==> src/rtl/uart_rx_frame_ctrl.sv <==
// uart_rx_frame_ctrl
// UART receive frame controller. It sits beside an external RX bit counter and
// an external prescale edge counter. It detects the start bit, enables both
// counters, samples the line mid-bit and deserialises 8 data bits LSB-first.
// It then checks the optional parity bit and the stop bit and presents
// good bytes to the downstream frame decoder.
//
// Build option: define UART_RX_MAJORITY_SAMPLE_EN to take a 2-of-3 majority
// vote over three mid-bit samples. Without it, a single sample at the bit
// centre is used. State timing is the same in both builds.
//
// Ports
//   clk            oversampling clock, one edge_count tick per cycle
//   rst            asynchronous reset, active-low
//   rx_in_i        serial line, idle high
//   par_en_i       frame carries a parity bit
//   par_typ_i      0 = even parity, 1 = odd parity
//   edge_count_i   tick index within the current bit (0..PRESCALE-1)
//   edge_done_i    last tick of the current bit
//   bit_count_i    0 start, 1..8 data, 9 parity/stop, 10 stop
//   en_o           counter enable, high whenever the FSM is not idle
//   p_data_o       last good byte, held until the next good frame
//   data_valid_o   one-cycle pulse when p_data_o is updated
//   par_err_o      one-cycle pulse at frame end on parity mismatch
//   stp_err_o      one-cycle pulse at frame end when the stop bit is low
//
// State table
//   state    | meaning
//   S_IDLE   | line idle, waiting for a falling edge
//   S_START  | start bit, glitch check at MID+2
//   S_DATA   | shifting in data bits 1..8
//   S_PARITY | parity bit, mismatch latched at bit end
//   S_STOP   | stop bit, results and pulses issued at bit end

module uart_rx_frame_ctrl #(
    parameter int PRESCALE = 8,
    parameter int EC_WIDTH = 6
) (
    input  logic                clk,
    input  logic                rst,
    input  logic                rx_in_i,
    input  logic                par_en_i,
    input  logic                par_typ_i,
    input  logic [EC_WIDTH-1:0] edge_count_i,
    input  logic                edge_done_i,
    input  logic [3:0]          bit_count_i,
    output logic                en_o,
    output logic [7:0]          p_data_o,
    output logic                data_valid_o,
    output logic                par_err_o,
    output logic                stp_err_o
);

    typedef enum logic [2:0] {
        S_IDLE,
        S_START,
        S_DATA,
        S_PARITY,
        S_STOP
    } state_t;

    localparam logic [EC_WIDTH-1:0] EC_MID   = EC_WIDTH'(PRESCALE / 2);
    localparam logic [EC_WIDTH-1:0] EC_MID_M = EC_WIDTH'(PRESCALE / 2 - 1);
    localparam logic [EC_WIDTH-1:0] EC_MID_P = EC_WIDTH'(PRESCALE / 2 + 1);
    localparam logic [EC_WIDTH-1:0] EC_CHECK = EC_WIDTH'(PRESCALE / 2 + 2);

    state_t     state_q, state_d;
    logic [7:0] shift_q, shift_d;
    logic [7:0] p_data_q, p_data_d;
    logic       par_bad_q, par_bad_d;
    logic       data_valid_q, data_valid_d;
    logic       par_err_q, par_err_d;
    logic       stp_err_q, stp_err_d;
    logic       sampled_bit;
    logic [2:0] bit_idx;

    assign en_o    = (state_q != S_IDLE);
    assign bit_idx = 3'(bit_count_i - 4'd1);

`ifdef UART_RX_MAJORITY_SAMPLE_EN
    logic samp_lo_q, samp_mid_q, samp_hi_q;

    always_ff @(posedge clk or negedge rst) begin
        if (!rst) begin
            samp_lo_q  <= 1'b0;
            samp_mid_q <= 1'b0;
            samp_hi_q  <= 1'b0;
        end else if (en_o) begin
            if (edge_count_i == EC_MID_M) samp_lo_q  <= rx_in_i;
            if (edge_count_i == EC_MID)   samp_mid_q <= rx_in_i;
            if (edge_count_i == EC_MID_P) samp_hi_q  <= rx_in_i;
        end
    end

    assign sampled_bit = (samp_lo_q & samp_mid_q) | (samp_lo_q & samp_hi_q) |
                         (samp_mid_q & samp_hi_q);
`else
    logic samp_mid_q;

    always_ff @(posedge clk or negedge rst) begin
        if (!rst) begin
            samp_mid_q <= 1'b0;
        end else if (en_o && (edge_count_i == EC_MID)) begin
            samp_mid_q <= rx_in_i;
        end
    end

    assign sampled_bit = samp_mid_q;
`endif

    always_ff @(posedge clk or negedge rst) begin
        if (!rst) begin
            state_q      <= S_IDLE;
            shift_q      <= 8'h00;
            p_data_q     <= 8'h00;
            par_bad_q    <= 1'b0;
            data_valid_q <= 1'b0;
            par_err_q    <= 1'b0;
            stp_err_q    <= 1'b0;
        end else begin
            state_q      <= state_d;
            shift_q      <= shift_d;
            p_data_q     <= p_data_d;
            par_bad_q    <= par_bad_d;
            data_valid_q <= data_valid_d;
            par_err_q    <= par_err_d;
            stp_err_q    <= stp_err_d;
        end
    end

    always_comb begin
        state_d      = state_q;
        shift_d      = shift_q;
        p_data_d     = p_data_q;
        par_bad_d    = par_bad_q;
        data_valid_d = 1'b0;
        par_err_d    = 1'b0;
        stp_err_d    = 1'b0;
        case (state_q)
            S_IDLE: begin
                // A frame without parity must not inherit the previous verdict.
                par_bad_d = 1'b0;
                if (!rx_in_i) state_d = S_START;
            end
            S_START: begin
                // Dropping en here, before edge_done, keeps the bit counter at 0.
                if ((edge_count_i == EC_CHECK) && sampled_bit) begin
                    state_d = S_IDLE;
                end else if (edge_done_i) begin
                    state_d = S_DATA;
                end
            end
            S_DATA: begin
                if (edge_done_i) begin
                    if ((bit_count_i != 4'd0) && (bit_count_i <= 4'd8)) begin
                        shift_d[bit_idx] = sampled_bit;
                    end
                    if (bit_count_i == 4'd8) begin
                        state_d = par_en_i ? S_PARITY : S_STOP;
                    end
                end
            end
            S_PARITY: begin
                if (edge_done_i) begin
                    par_bad_d = sampled_bit ^ (^shift_q) ^ par_typ_i;
                    state_d   = S_STOP;
                end
            end
            S_STOP: begin
                if (edge_done_i) begin
                    state_d   = S_IDLE;
                    stp_err_d = ~sampled_bit;
                    par_err_d = par_bad_q & par_en_i;
                    if (sampled_bit && !par_bad_q) begin
                        p_data_d     = shift_q;
                        data_valid_d = 1'b1;
                    end
                end
            end
            default: state_d = S_IDLE;
        endcase
    end

    assign p_data_o     = p_data_q;
    assign data_valid_o = data_valid_q;
    assign par_err_o    = par_err_q;
    assign stp_err_o    = stp_err_q;

endmodule

==> config.mk <==
export PLATFORM = sky130hd
export DESIGN_NAME = uart_rx_frame_ctrl
export DESIGN_NICKNAME = d
export VERILOG_FILES = /design/src/rtl/uart_rx_frame_ctrl.sv
export SDC_FILE = /design/constraint.sdc
export NUM_CORES = 1
export LEC_CHECK = 0
export ABC_AREA = 1
export BUFFER_PORTS_ARGS = -buffer_cell sky130_fd_sc_hd__buf_2
export CAP_MARGIN = 20
export CORE_AREA = 2 2 55 57
export CTS_BUF_LIST = sky130_fd_sc_hd__clkbuf_8
export DETAILED_ROUTE_END_ITERATION = 12
export DIE_AREA = 0 0 57 59
export PLACE_DENSITY = 0.84
export SETUP_SLACK_MARGIN = 0.1
export SYNTH_ARGS = -nofsm -noshare
export SYNTH_HDL_FRONTEND = slang
export SYNTH_SLANG_ARGS = --single-unit
export TNS_END_PERCENT = 30
==> constraint.sdc <==
create_clock -name clk -period 1.6 [get_ports clk]
set_input_delay 0.24 -clock clk [delete_from_list [all_inputs] [get_ports clk]]
set_output_delay 0.24 -clock clk [all_outputs]
set_load 0.05 [all_outputs]
Word-level counts from Yosys, hierarchy flattened
Index checks and enable logic that the tools add are counted.

Order comparisons: 3. Div/mod/pow operators: 0. Multiply operators: 0. Add/subtract/negate cells: 1. Bitwise logic cells: 4. Equality and inequality tests: 13. Mux-type cells: 21. Reduce and logical (&&, ||, !) cells: 15. Shift operators: 0.

Operators by type and width (count): two-way mux 3 bit (8); case mux 3 bit (5 select lines) (1); == test 6 x 3 -> 1 bit (second input constant) (2); != test 2 bit (second input constant) (5); two-way mux 1 bit (9); bitwise mux 8 bit (1); XOR reduction 8 bit (1); == test 3 x 2 -> 1 bit (second input constant) (2); AND reduction 3 bit (2); AND reduction 6 bit (1); logical AND 1 bit (5); == test 4 bit (second input constant) (1); less-or-equal comparator 4 bit (second input constant) (1); < comparator 3 x 4 -> 1 bit (second input constant) (1); nonzero test 4 bit (1); demux 1 bit (select 3 bit) (1); == test 3 x 1 -> 1 bit (second input constant) (1); == test 3 bit (second input constant) (1); greater-or-equal comparator 3 x 1 -> 1 bit (second input constant) (1); zero test 3 bit (1); != test 3 bit (second input constant) (1); nonzero test 3 bit (1); subtractor 3 x 1 -> 3 bit (second input constant) (1); case mux 1 bit (2 select lines) (1); 6 further kinds (7).

Bits in read-only memories: 0. Input port bits: 16. Latch bits: 0. Word-level logic and storage cells: 65. Memory bits (writable): 0. Bits in registers: 24. Memories kept: 0.

Longest topological paths before layout
Depth after elaboration: 6. Gate-level depth with buffers: 12. Gate-level depth less buffers: 11.

Least setup slack after synthesis
Ideal clock, no wire load.

Path kind: reg2reg. Start point: register state_q[0]. End point: register state_q[2]. Path buffers: 0. Setup time: 124 ps. Period minus slack after synthesis: 1615 ps. Data arrival time: 1491 ps. Stages on the path, launching flop included: 7. Slack: -15 ps. Required time: 1476 ps. Cell sequence: dfrtp_1 -> inv_1 -> nand3_1 -> o21ai_0 -> inv_1 -> nand2_2 -> o21ai_2.

Cells in the longest elaborated chain, start to end: 3.

Ends and longest elaborated chain: start, declared (RTL line 67) `state_t state_q, state_d;`; start signal, assigned (RTL line 121) `state_q <= state_d;`; == test 3 x 1 -> 1 bit, or another cell as far along (RTL line 139) `case (state_q)`; != test 3 bit (no source line) or != test 2 bit (tied branches); AND reduction 6 bit (no source line).

Parallel ways exist; a longest one is shown, timed or not. A chain may end at the register's enable or synchronous reset.

Worst setup path after layout
Start point: register state_q[0]. End point: output port en_o.

Cells in the longest elaborated chain, start to end: 1.

Ends and longest elaborated chain: nonzero test 3 bit (RTL line 77) `assign en_o = (state_q != S_IDLE);`; end, declared (RTL line 47) `output logic en_o,`.

Every way passes these cells.

==> out/qor.txt <==
outcome = complete, no violations
Netlist cell types = 22
Tot Pwr = 2.44 mW
number of flops mapped to enable cells by yosys = 0
DR DRC count = 0
met3 usage = 0.0153
initial antenna violation count = 0
register area = 601 um^2
number of buffers created by CTS = 3
DR vias = 1231
NumNets Final = 241
top cells by count, synth = nand2_1 (74), inv_1 (28), dfrtp_1 (24), nor2_1 (14), nand3_1 (13)
fin area = 1590 um^2
Die ar. = 3360 um^2
LEAKAGE = 0.914 nW
die width = 57 um
dominant synthesized flop cell = dfrtp_1
clk slew on worst S/H paths = 90 ps
Clock Skew = 5.48 ps
multi-input logic area = 622 um^2
IO Count = 28
post-DP HPWL = 2080 um
register-to-register setup slack = 240 ps
reg2reg end = shift_q[2]
DRT Pass-1 Iters = 4
post-synthesis sequential area ratio = 0.446
Core ar. = 2710 um^2
Setup CP Type = flip-flop to output port
Placer Congestion = 0.849
crit start category = flip-flop
largest net degree at the start of global routing = 25
cell count after synthesis = 191
DR vias/cell = 4.85
switching share of power = 0.457
vias in the first global route = 1211
max-cap viol count = 0
count of final hold-check violations = 0
Max FO, Critical Path = 5
Sequential Power Share = 0.359
clock latency on the worst-skew pair = 270 ps
Worst-Margin Slew = 520 ps
Worst Reg-to-Reg Cells = 8
clk root buf = clkbuf_8
setup ws final = 151 ps
most used routing layer = met2
Initial Util = 0.497
post-route minimum period = 1450 ps
Final Max Slew Viols = 0
Max clock buf depth = 2
final WL = 2630 um
CP endpoint kind = output port
number of diodes = 0
Yosys top cell area share = 0.446
critical path startpoint = state_q[0]
FF+latch count, synth = 24
syn_area_per_cell = 7.06 um^2
CTS tree = done
Comb power frac = 0.469
Setup WS pre-CTS = 156 ps
placed insts = 249
DP Area = 1520 um^2
final cycle utilization of the critical path = 0.905
final setup vio count = 0
Hold/Removal Path Class = primary input to flip-flop
most numerous cell in the Yosys netlist = nand2_1
count of port buffers added during placement = 27
Antenna Violating Nets Remaining = 0
met1 Use GR = 0.214
FMAX = 690 MHz
Synth area leaders = dfrtp_1 (45%), nand2_1 (21%), inv_1 (7.8%)
share of post-route cells with drive strength above 1 = 0.202
sw power = 1.12 mW
unrepaired setup endpoints after global routing = no
Synthesized Nets = 208
Fill cells = 255
GR Util All Layers = 0.188
Post-Layout Cell Count = 254
Worst Hold Slack = 234 ps
Die Y = 59 um
synth warn = 0
initial drt markers = 30
worst hold start = par_en_i
FF-to-FF Start = state_q[2]
total gr overflow = 0
Power Dens Cells = 1540 nW/um^2
Crit path arrival time = 1210 ps
VDD IR max = 0.788 mV
Global Route met2 Usage = 0.343
post-layout util = 0.588
cell type with the largest total area after synthesis = dfrtp_1
wire per inst = 10.4 um
Area growth syn-to-layout = 18.2%
ys async rst share = 1.00
WHS Endpoint = par_err_o
Worst Hold Depth = 3
Rel. slew slack = 0.654
Req. time, crit path = 1360 ps
first-pass GRT wire length = 4890 um
synthesized area = 1350 um^2
setup_tns = 0 ps
H-tree depth = 1
clock sinks = 24
Int Pwr = 1.33 mW
Clock power frac = 0.172
post-CTS setup buffer count = 0
# rows = 19
layout by cell type, fill, tap and decap left out, drive strengths merged:
master        n
clkbuf        4
nor2         17
nand2        75
dfrtp        24
o211ai        1
xor2          1
dlygate4sd3   1
buf          29
xnor2         1
o21ai        16
inv          31
nor3          2
nand3        14
a21oi         5
ha            1
nand4         1
worst max path at each step:
stage                       to  slack [ps]  cells past startpoint
floorplan           state_q[2]         230                      6
global placement    shift_q[7]         200                     10
detailed placement  shift_q[7]         160                     10
CTS                       en_o         150                      3
global route              en_o         110                      3
finish                    en_o         150                      3
sequential cells by signal (all words and copies together) (netlist names):
signal	count
data_valid_o	1
p_data_o	8
par_bad_q	1
par_err_o	1
samp_mid_q	1
shift_q	8
state_q	3
stp_err_o	1
routing by layer:
metal,vias to the layer above,part of all wire
met5,-,0
met4,0,0.026
met2,22,0.50
met3,5,0.031
met1,553,0.45
li1,651,-
area by class of cell:
| type | instances | area share |
|---|---|---|
| clock buffer | 4 | 0.0346 |
| timing repair buffer | 30 | 0.101 |
| inverter | 31 | 0.0731 |
| sequential | 24 | 0.377 |
| multi-input combinational | 134 | 0.390 |
| tap | 31 | 0.0244 |
critical path, stage by stage, from the launching register on:
cell and delay (ps):
dfrtp_1 430, inv_1 120, nand3_2 140, buf_2 250
what timing repair did:
action,in CTS,in global routing
hold buffers,1,0
setup endpoints to repair,0,3
hold endpoints to repair,24,0
resized for setup,0,1
power groups by stage:
stage	sequential (mW)	combinational [mW]	clock [mW]
6_report	0.879	1.15	0.420
5_1_grt	0.901	1.27	0.452
4_1_cts	0.878	1.15	0.418
3_5_place_dp	0.887	1.14	0
3_3_place_gp	0.883	1.11	0
2_1_floorplan	1.00	0.765	0
cell families after synthesis:
logic type / after synthesis / share of synthesized area
AOI/OAI and AO/OA: 22 / 0.0891
xor gates and xnor gates: 2 / 0.0130
adders and majority gates: 1 / 0.00928
buffers and inverters: 33 / 0.100
DFF: 24 / 0.446
and+or+nand+nor: 109 / 0.343
(Power assumes the default switching activity.)
